===== src/rtl/joy_pkg.sv =====
// -----------------------------------------------------------------------------
// joy_pkg
// Shared constants and types for the joystick key conditioning slice.
//   - JOY_NKEYS            : default key count (up, down, left, right, z)
//   - KEY_UP .. KEY_Z      : bit positions of each key in the key vectors
//   - JOY_DB_CYCLES        : 20 ms debounce at 50 MHz
//   - JOY_REPEAT_DELAY     : 500 ms hold before first auto-repeat at 50 MHz
//   - JOY_REPEAT_PERIOD    : 100 ms auto-repeat interval at 50 MHz
//   - key_state_t          : stable debounced level of one key
//   - cnt_width / max_int  : counter sizing helpers
// -----------------------------------------------------------------------------
package joy_pkg;

    localparam int JOY_NKEYS = 5;

    localparam int KEY_UP    = 0;
    localparam int KEY_DOWN  = 1;
    localparam int KEY_LEFT  = 2;
    localparam int KEY_RIGHT = 3;
    localparam int KEY_Z     = 4;

    localparam int JOY_DB_CYCLES     = 1000000;
    localparam int JOY_REPEAT_DELAY  = 25000000;
    localparam int JOY_REPEAT_PERIOD = 5000000;

    typedef enum logic {
        KEY_ST_UP   = 1'b0,
        KEY_ST_DOWN = 1'b1
    } key_state_t;

    // Width of a counter that must reach n-1; never narrower than one bit so
    // that n == 1 still yields a legal vector.
    function automatic int cnt_width(input int n);
        int w;
        w = $clog2(n);
        if (w < 1) begin
            w = 1;
        end
        return w;
    endfunction

    function automatic int max_int(input int a, input int b);
        return (a > b) ? a : b;
    endfunction

endpackage


===== src/rtl/joy_key_filter.sv =====
// -----------------------------------------------------------------------------
// joy_key_filter
// Single-key conditioning: 2-flop synchroniser, debouncer with a stable
// UP/DOWN state and a consecutive-sample counter, plus an optional
// auto-repeat unit enabled by the JOY_AUTOREPEAT_EN macro.
//
// Ports:
//   clk          : system clock
//   reset        : asynchronous, active-low reset
//   key_n_in     : raw key pin, active-low, asynchronous to clk
//   key_n_out    : debounced level, active-low, registered
//   key_n_next   : value key_n_out takes on the next edge (combinational),
//                  lets the parent register derived flags on the same edge
//   key_press    : one-cycle pulse on debounced press (and on auto-repeat)
//   key_release  : one-cycle pulse on debounced release
// -----------------------------------------------------------------------------
module joy_key_filter
    import joy_pkg::*;
#(
    parameter int DB_CYCLES     = JOY_DB_CYCLES,
    parameter int REPEAT_DELAY  = JOY_REPEAT_DELAY,
    parameter int REPEAT_PERIOD = JOY_REPEAT_PERIOD
) (
    input  logic clk,
    input  logic reset,
    input  logic key_n_in,
    output logic key_n_out,
    output logic key_n_next,
    output logic key_press,
    output logic key_release
);

    localparam int              CNT_W   = cnt_width(DB_CYCLES);
    localparam logic [CNT_W-1:0] DB_LAST = CNT_W'(DB_CYCLES - 1);

    logic             sync1_r;
    logic             sync2_r;
    key_state_t       state_r;
    key_state_t       state_nxt_s;
    logic [CNT_W-1:0] cnt_r;
    logic [CNT_W-1:0] cnt_nxt_s;
    logic             key_n_r;
    logic             press_r;
    logic             release_r;
    logic             press_nxt_s;
    logic             release_nxt_s;
    logic             rep_pulse_s;

    // Two-flop synchroniser; idles high so a released key looks inactive.
    always_ff @(posedge clk or negedge reset) begin
        if (!reset) begin
            sync1_r <= 1'b1;
            sync2_r <= 1'b1;
        end else begin
            sync1_r <= key_n_in;
            sync2_r <= sync1_r;
        end
    end

    // Debounce next-state: a level change is accepted only after DB_CYCLES
    // consecutive differing samples; any agreeing sample restarts the count.
    always_comb begin
        state_nxt_s   = state_r;
        cnt_nxt_s     = cnt_r;
        press_nxt_s   = 1'b0;
        release_nxt_s = 1'b0;
        case (state_r)
            KEY_ST_UP: begin
                if (!sync2_r) begin
                    if (cnt_r == DB_LAST) begin
                        state_nxt_s = KEY_ST_DOWN;
                        cnt_nxt_s   = {CNT_W{1'b0}};
                        press_nxt_s = 1'b1;
                    end else begin
                        cnt_nxt_s = cnt_r + CNT_W'(1);
                    end
                end else begin
                    cnt_nxt_s = {CNT_W{1'b0}};
                end
            end
            KEY_ST_DOWN: begin
                if (sync2_r) begin
                    if (cnt_r == DB_LAST) begin
                        state_nxt_s   = KEY_ST_UP;
                        cnt_nxt_s     = {CNT_W{1'b0}};
                        release_nxt_s = 1'b1;
                    end else begin
                        cnt_nxt_s = cnt_r + CNT_W'(1);
                    end
                end else begin
                    cnt_nxt_s = {CNT_W{1'b0}};
                end
            end
            default: begin
                state_nxt_s = KEY_ST_UP;
                cnt_nxt_s   = {CNT_W{1'b0}};
            end
        endcase
    end

`ifdef JOY_AUTOREPEAT_EN
    localparam int                HOLD_W     = cnt_width(max_int(REPEAT_DELAY, REPEAT_PERIOD));
    localparam logic [HOLD_W-1:0] DELAY_LAST = HOLD_W'(REPEAT_DELAY - 1);
    localparam logic [HOLD_W-1:0] PER_LAST   = HOLD_W'(REPEAT_PERIOD - 1);

    logic [HOLD_W-1:0] hold_cnt_r;
    logic [HOLD_W-1:0] hold_cnt_nxt_s;
    logic              first_done_r;
    logic              first_done_nxt_s;

    // Hold timer: runs only while the key stays down across the edge, so the
    // press edge itself and the release edge both restart it.
    always_comb begin
        hold_cnt_nxt_s   = hold_cnt_r;
        first_done_nxt_s = first_done_r;
        rep_pulse_s      = 1'b0;
        if ((state_r == KEY_ST_DOWN) && (state_nxt_s == KEY_ST_DOWN)) begin
            if (!first_done_r) begin
                if (hold_cnt_r == DELAY_LAST) begin
                    rep_pulse_s      = 1'b1;
                    hold_cnt_nxt_s   = {HOLD_W{1'b0}};
                    first_done_nxt_s = 1'b1;
                end else begin
                    hold_cnt_nxt_s = hold_cnt_r + HOLD_W'(1);
                end
            end else begin
                if (hold_cnt_r == PER_LAST) begin
                    rep_pulse_s    = 1'b1;
                    hold_cnt_nxt_s = {HOLD_W{1'b0}};
                end else begin
                    hold_cnt_nxt_s = hold_cnt_r + HOLD_W'(1);
                end
            end
        end else begin
            hold_cnt_nxt_s   = {HOLD_W{1'b0}};
            first_done_nxt_s = 1'b0;
        end
    end

    // Hold timer registers.
    always_ff @(posedge clk or negedge reset) begin
        if (!reset) begin
            hold_cnt_r   <= {HOLD_W{1'b0}};
            first_done_r <= 1'b0;
        end else begin
            hold_cnt_r   <= hold_cnt_nxt_s;
            first_done_r <= first_done_nxt_s;
        end
    end
`else
    assign rep_pulse_s = 1'b0;
`endif

    // Debounce state, counter and registered outputs.
    always_ff @(posedge clk or negedge reset) begin
        if (!reset) begin
            state_r   <= KEY_ST_UP;
            cnt_r     <= {CNT_W{1'b0}};
            key_n_r   <= 1'b1;
            press_r   <= 1'b0;
            release_r <= 1'b0;
        end else begin
            state_r   <= state_nxt_s;
            cnt_r     <= cnt_nxt_s;
            key_n_r   <= (state_nxt_s == KEY_ST_UP);
            press_r   <= press_nxt_s | rep_pulse_s;
            release_r <= release_nxt_s;
        end
    end

    assign key_n_out   = key_n_r;
    assign key_n_next  = (state_nxt_s == KEY_ST_UP);
    assign key_press   = press_r;
    assign key_release = release_r;

endmodule


===== src/rtl/joy_key_debounce_bank.sv =====
// -----------------------------------------------------------------------------
// joy_key_debounce_bank
// Front-end conditioning for the 5-way joystick: synchronises and debounces
// each active-low key independently and produces press/release pulses.
// Optional auto-repeat on held keys when JOY_AUTOREPEAT_EN is defined.
//
// Ports:
//   clk          : system clock
//   reset        : asynchronous, active-low reset
//   key_n_in     : raw key pins [NKEYS], active-low (up=0 down=1 left=2
//                  right=3 z=4)
//   key_n_out    : debounced levels [NKEYS], active-low, registered
//   key_press    : one-cycle press pulses [NKEYS]
//   key_release  : one-cycle release pulses [NKEYS]
//   key_any      : registered, high while any debounced key is down
// -----------------------------------------------------------------------------
module joy_key_debounce_bank
    import joy_pkg::*;
#(
    parameter int NKEYS         = JOY_NKEYS,
    parameter int DB_CYCLES     = JOY_DB_CYCLES,
    parameter int REPEAT_DELAY  = JOY_REPEAT_DELAY,
    parameter int REPEAT_PERIOD = JOY_REPEAT_PERIOD
) (
    input  logic             clk,
    input  logic             reset,
    input  logic [NKEYS-1:0] key_n_in,
    output logic [NKEYS-1:0] key_n_out,
    output logic [NKEYS-1:0] key_press,
    output logic [NKEYS-1:0] key_release,
    output logic             key_any
);

    logic [NKEYS-1:0] key_n_next_s;
    logic             key_any_r;

    for (genvar i = 0; i < NKEYS; i++) begin : g_key
        joy_key_filter #(
            .DB_CYCLES     (DB_CYCLES),
            .REPEAT_DELAY  (REPEAT_DELAY),
            .REPEAT_PERIOD (REPEAT_PERIOD)
        ) u_filter (
            .clk         (clk),
            .reset       (reset),
            .key_n_in    (key_n_in[i]),
            .key_n_out   (key_n_out[i]),
            .key_n_next  (key_n_next_s[i]),
            .key_press   (key_press[i]),
            .key_release (key_release[i])
        );
    end

    // key_any is built from next-state levels so it changes on the same edge
    // as key_n_out rather than one cycle later.
    always_ff @(posedge clk or negedge reset) begin
        if (!reset) begin
            key_any_r <= 1'b0;
        end else begin
            key_any_r <= |(~key_n_next_s);
        end
    end

    assign key_any = key_any_r;

endmodule


===== config.mk =====
export PLATFORM = sky130hd
export DESIGN_NAME = joy_key_debounce_bank
export DESIGN_NICKNAME = d
export VERILOG_FILES = /design/src/rtl/joy_pkg.sv /design/src/rtl/joy_key_filter.sv /design/src/rtl/joy_key_debounce_bank.sv
export SDC_FILE = /design/constraint.sdc
export NUM_CORES = 1
export LEC_CHECK = 0
export CELL_PAD_IN_SITES_DETAIL_PLACEMENT = 2
export CELL_PAD_IN_SITES_GLOBAL_PLACEMENT = 2
export CORE_MARGIN = 10
export CORE_UTILIZATION = 43
export CTS_CLUSTER_DIAMETER = 200
export DETAILED_ROUTE_END_ITERATION = 12
export PLACE_DENSITY = 0.87
export SYNTH_ARGS = -nofsm -noshare
export SYNTH_HDL_FRONTEND = slang
export SYNTH_SLANG_ARGS = --single-unit

===== constraint.sdc =====
create_clock -name clk -period 5.86 [get_ports clk]
set_clock_uncertainty 0.1 [all_clocks]
set_input_delay 1.172 -clock clk [delete_from_list [all_inputs] [get_ports clk]]
set_output_delay 1.172 -clock clk [all_outputs]
set_load 0.02 [all_outputs]

==> metrics <==
outcome=finished, final reports clean; CTS Buf Count=17; Slew @ Worst Pin=1.09 ns; Place WS=3.04 ns; Leakage=2.89 nW; Hold Path Origin=g_key[3].u_filter.sync1_r; fin crit share=48.3%; Synth Area in Compound Gates=0.524%; Non-Filler Instances=781; Post-Synth Simple-Gate Area=24.8%; via/cell ratio=5.44; Clock Latency Late Sink=0.43 ns; area occupied by registers=3300 um2; Cell Area, Placed=6240 um2; H-Tree Depth=4; CP max stage cell=clkdlybuf4s50_1; Avg Inst Size Synth=10.5 um2; total power=2.03 mW; Yosys cell types=39; Post-Syn Instances=570; number of DRC markers in iteration 0=265; Netlist Area Pre-Place=5970 um2; Total GRT Usage=19.7%; Seq/Total Area, Yosys=55.2%; Finished Cell Area=6810 um2; Min-Delay Path Class=reg -> reg; Final Hold Fails=0; worst hold slack=0.255 ns; critical path data required time=4.59 ns; Buffers on Ports=22; Synth Area in XOR/XNOR=13.9%; Post-synth EDFFs=0; multi-input logic area=2430 um2; Worst path max stage delay=0.61 ns; Peak VDD IR=0.196 mV; Post-synth ARST share=100%; max_cap viols=0; most area-consuming cells after synthesis=dfrtp_1, xor2_1, nor2_1; share of the synthesized area in the top cell type=48.6%; CTS root buf=clkbuf_16; # diodes=0; Core Region=13,700 um2; hold path cells=0; Antenna Nets Post-Route=0; r2r setup slk=3.24 ns; clock-pin transition on the worst setup and hold timing paths=0.06 ns; worst r2r src=g_key[3].u_filter.cnt_r[12]; syn nets=582; hpwl dp=10.1 mm; initial antenna violation count=0; Finish-stage setup viols=0; commonest cells in the netlist=dfrtp_1, nor2_1, xor2_1; Primary FF master, synth=dfrtp_1; setup bufs post-CTS=0; fill cell count=1,371; Synth Area in Adders=1.05%; area grow syn2layout=13.9%; Rel. slew slack=27.2%; die height=138 um; Hold Path Sink=g_key[3].u_filter.sync2_r; CTS max path bufs=2; family with the most delay on the worst path=buffers and inverters; CTS tree=done; endpoint class of the critical path=output pin; R2R Path End=g_key[3].u_filter.cnt_r[8]; RSZ-0062 raised after global routing=false; clock sink total=131; nets@finish=600; post_cts resized=0; GP Congestion=0.753; Synth area leader=dfrtp_1; Placed Cells=749; Initial DRT Pass Iterations=4; largest net degree at the start of global routing=85; Routed WL=17.2 mm; Worst EP arrival=1.56 ns; largest family of logic cells by synthesized area=simple AND/OR/NAND/NOR gates; worst-path fanout max=1; cts hold-fix bufs=0; die area=19,000 um2; FF+latch count, synth=131; mux share of post-synthesis cell area=0.335%; Setup WS post-layout=3.03 ns; final critical-path required period=2.83 ns; IO Count=23; row count=43; layout cells sized above 1=9.98%; kind of critical path=reg -> out; final core occ=49.6%; startpoint types=flip-flop; TNS Setup=0 ns; number of remaining DRC errors=0; Die Wd=138 um; first-pass GRT wire length=28.3 mm; via count=4,246; power per cell area=299 nW/um2; total gr overflow=0; worst path buffer plus inverter count=1; Ys Warns=0; top-count cell post-synth=dfrtp_1; Worst Reg2Reg Path Length in Cells=5; Initial Utilization=43.5%; vias in the first global route=4,970; Routed WL per cell=22.1 um; crit path cell chain=clkdlybuf4s50_1; FMAX=353 MHz; Max Slew Vio Count=0
worst max-delay path by stage:
stage                                           start                           to  slack (ns)  cells after the start
after floorplan           g_key[2].u_filter.cnt_r[16]  g_key[2].u_filter.cnt_r[11]        3.95                      7
after global placement                          reset  g_key[4].u_filter.cnt_r[17]        3.11                      2
after detailed placement                        reset   g_key[1].u_filter.cnt_r[8]        3.04                      2
after CTS                 g_key[0].u_filter.key_n_out                 key_n_out[0]        3.01                      1
after global routing      g_key[0].u_filter.key_n_out                 key_n_out[0]        2.99                      1
final                     g_key[0].u_filter.key_n_out                 key_n_out[0]        3.03                      1
worst register-to-register path, delay by kind of cell (launching register included):
family                 cells  cell delay, ns
buffers and inverters      1            0.31
AOI/OAI and AO/OA          1            0.70
DFF                        1            0.45
and+or+nand+nor            3            0.95
logic make-up after synthesis:
| group | after synthesis |
|---|---|
| xor gates and xnor gates | 95 |
| adders and majority gates | 5 |
| muxes | 2 |
| DFF | 131 |
| AOI/OAI and AO/OA | 4 |
| and+or+nand+nor | 292 |
| buffers and inverters | 41 |
layout by cell type (no fill, tap or decap), types with 3 or more instances in the layout:
cell	instances
nor4b_1	4
nor2_2	10
clkbuf_16	17
clkinv_2	3
and2_1	6
xnor2_1	45
dfrtp_1	116
or3_1	3
and3_1	14
ha_1	5
clkdlybuf4s50_1	21
buf_4	3
nand3_1	40
inv_1	16
nor4_1	14
dfstp_2	15
xor2_1	50
nand4_1	23
nor3_1	17
and4_1	8
nand2_1	32
nor2_1	108
clkbuf_1	7
power by group:
part	leakage, nW	internal [mW]	total [mW]	switching (mW)
clock network	0.272	0.646	1.04	0.397
logic	0.849	0.0151	0.0568	0.0418
registers	1.77	0.920	0.934	0.0136
metal layers:
| layer | up-vias | part of all wire (%) | GRT usage, % |
|---|---|---|---|
| met5 | - | 0 | 0 |
| met4 | 0 | 1.9 | 8.11 |
| met3 | 26 | 3.5 | 4.57 |
| met2 | 87 | 52 | 33.4 |
| met1 | 2194 | 43 | 23.5 |
| li1 | 1939 | - | - |
state kept, by name, indices dropped and copies added, names as in the netlist:
register,cells
g_key.u_filter.cnt_r,100
g_key.u_filter.sync2_r,5
g_key.u_filter.sync1_r,5
g_key.u_filter.key_n_out,5
g_key.u_filter.key_release,5
g_key.u_filter.state_r,5
g_key.u_filter.key_press,5
key_any,1
cell type report:
class	instances	share of cell area, %
Clock buffer	26	7.04
Timing Repair Buffer	24	3.42
Multi-Input combinational cell	398	35.7
Tap cell	180	3.31
Clock inverter	6	1.21
Inverter	16	0.883
Sequential cell	131	48.4
No activity file was read; power rests on OpenSTA's default activity.
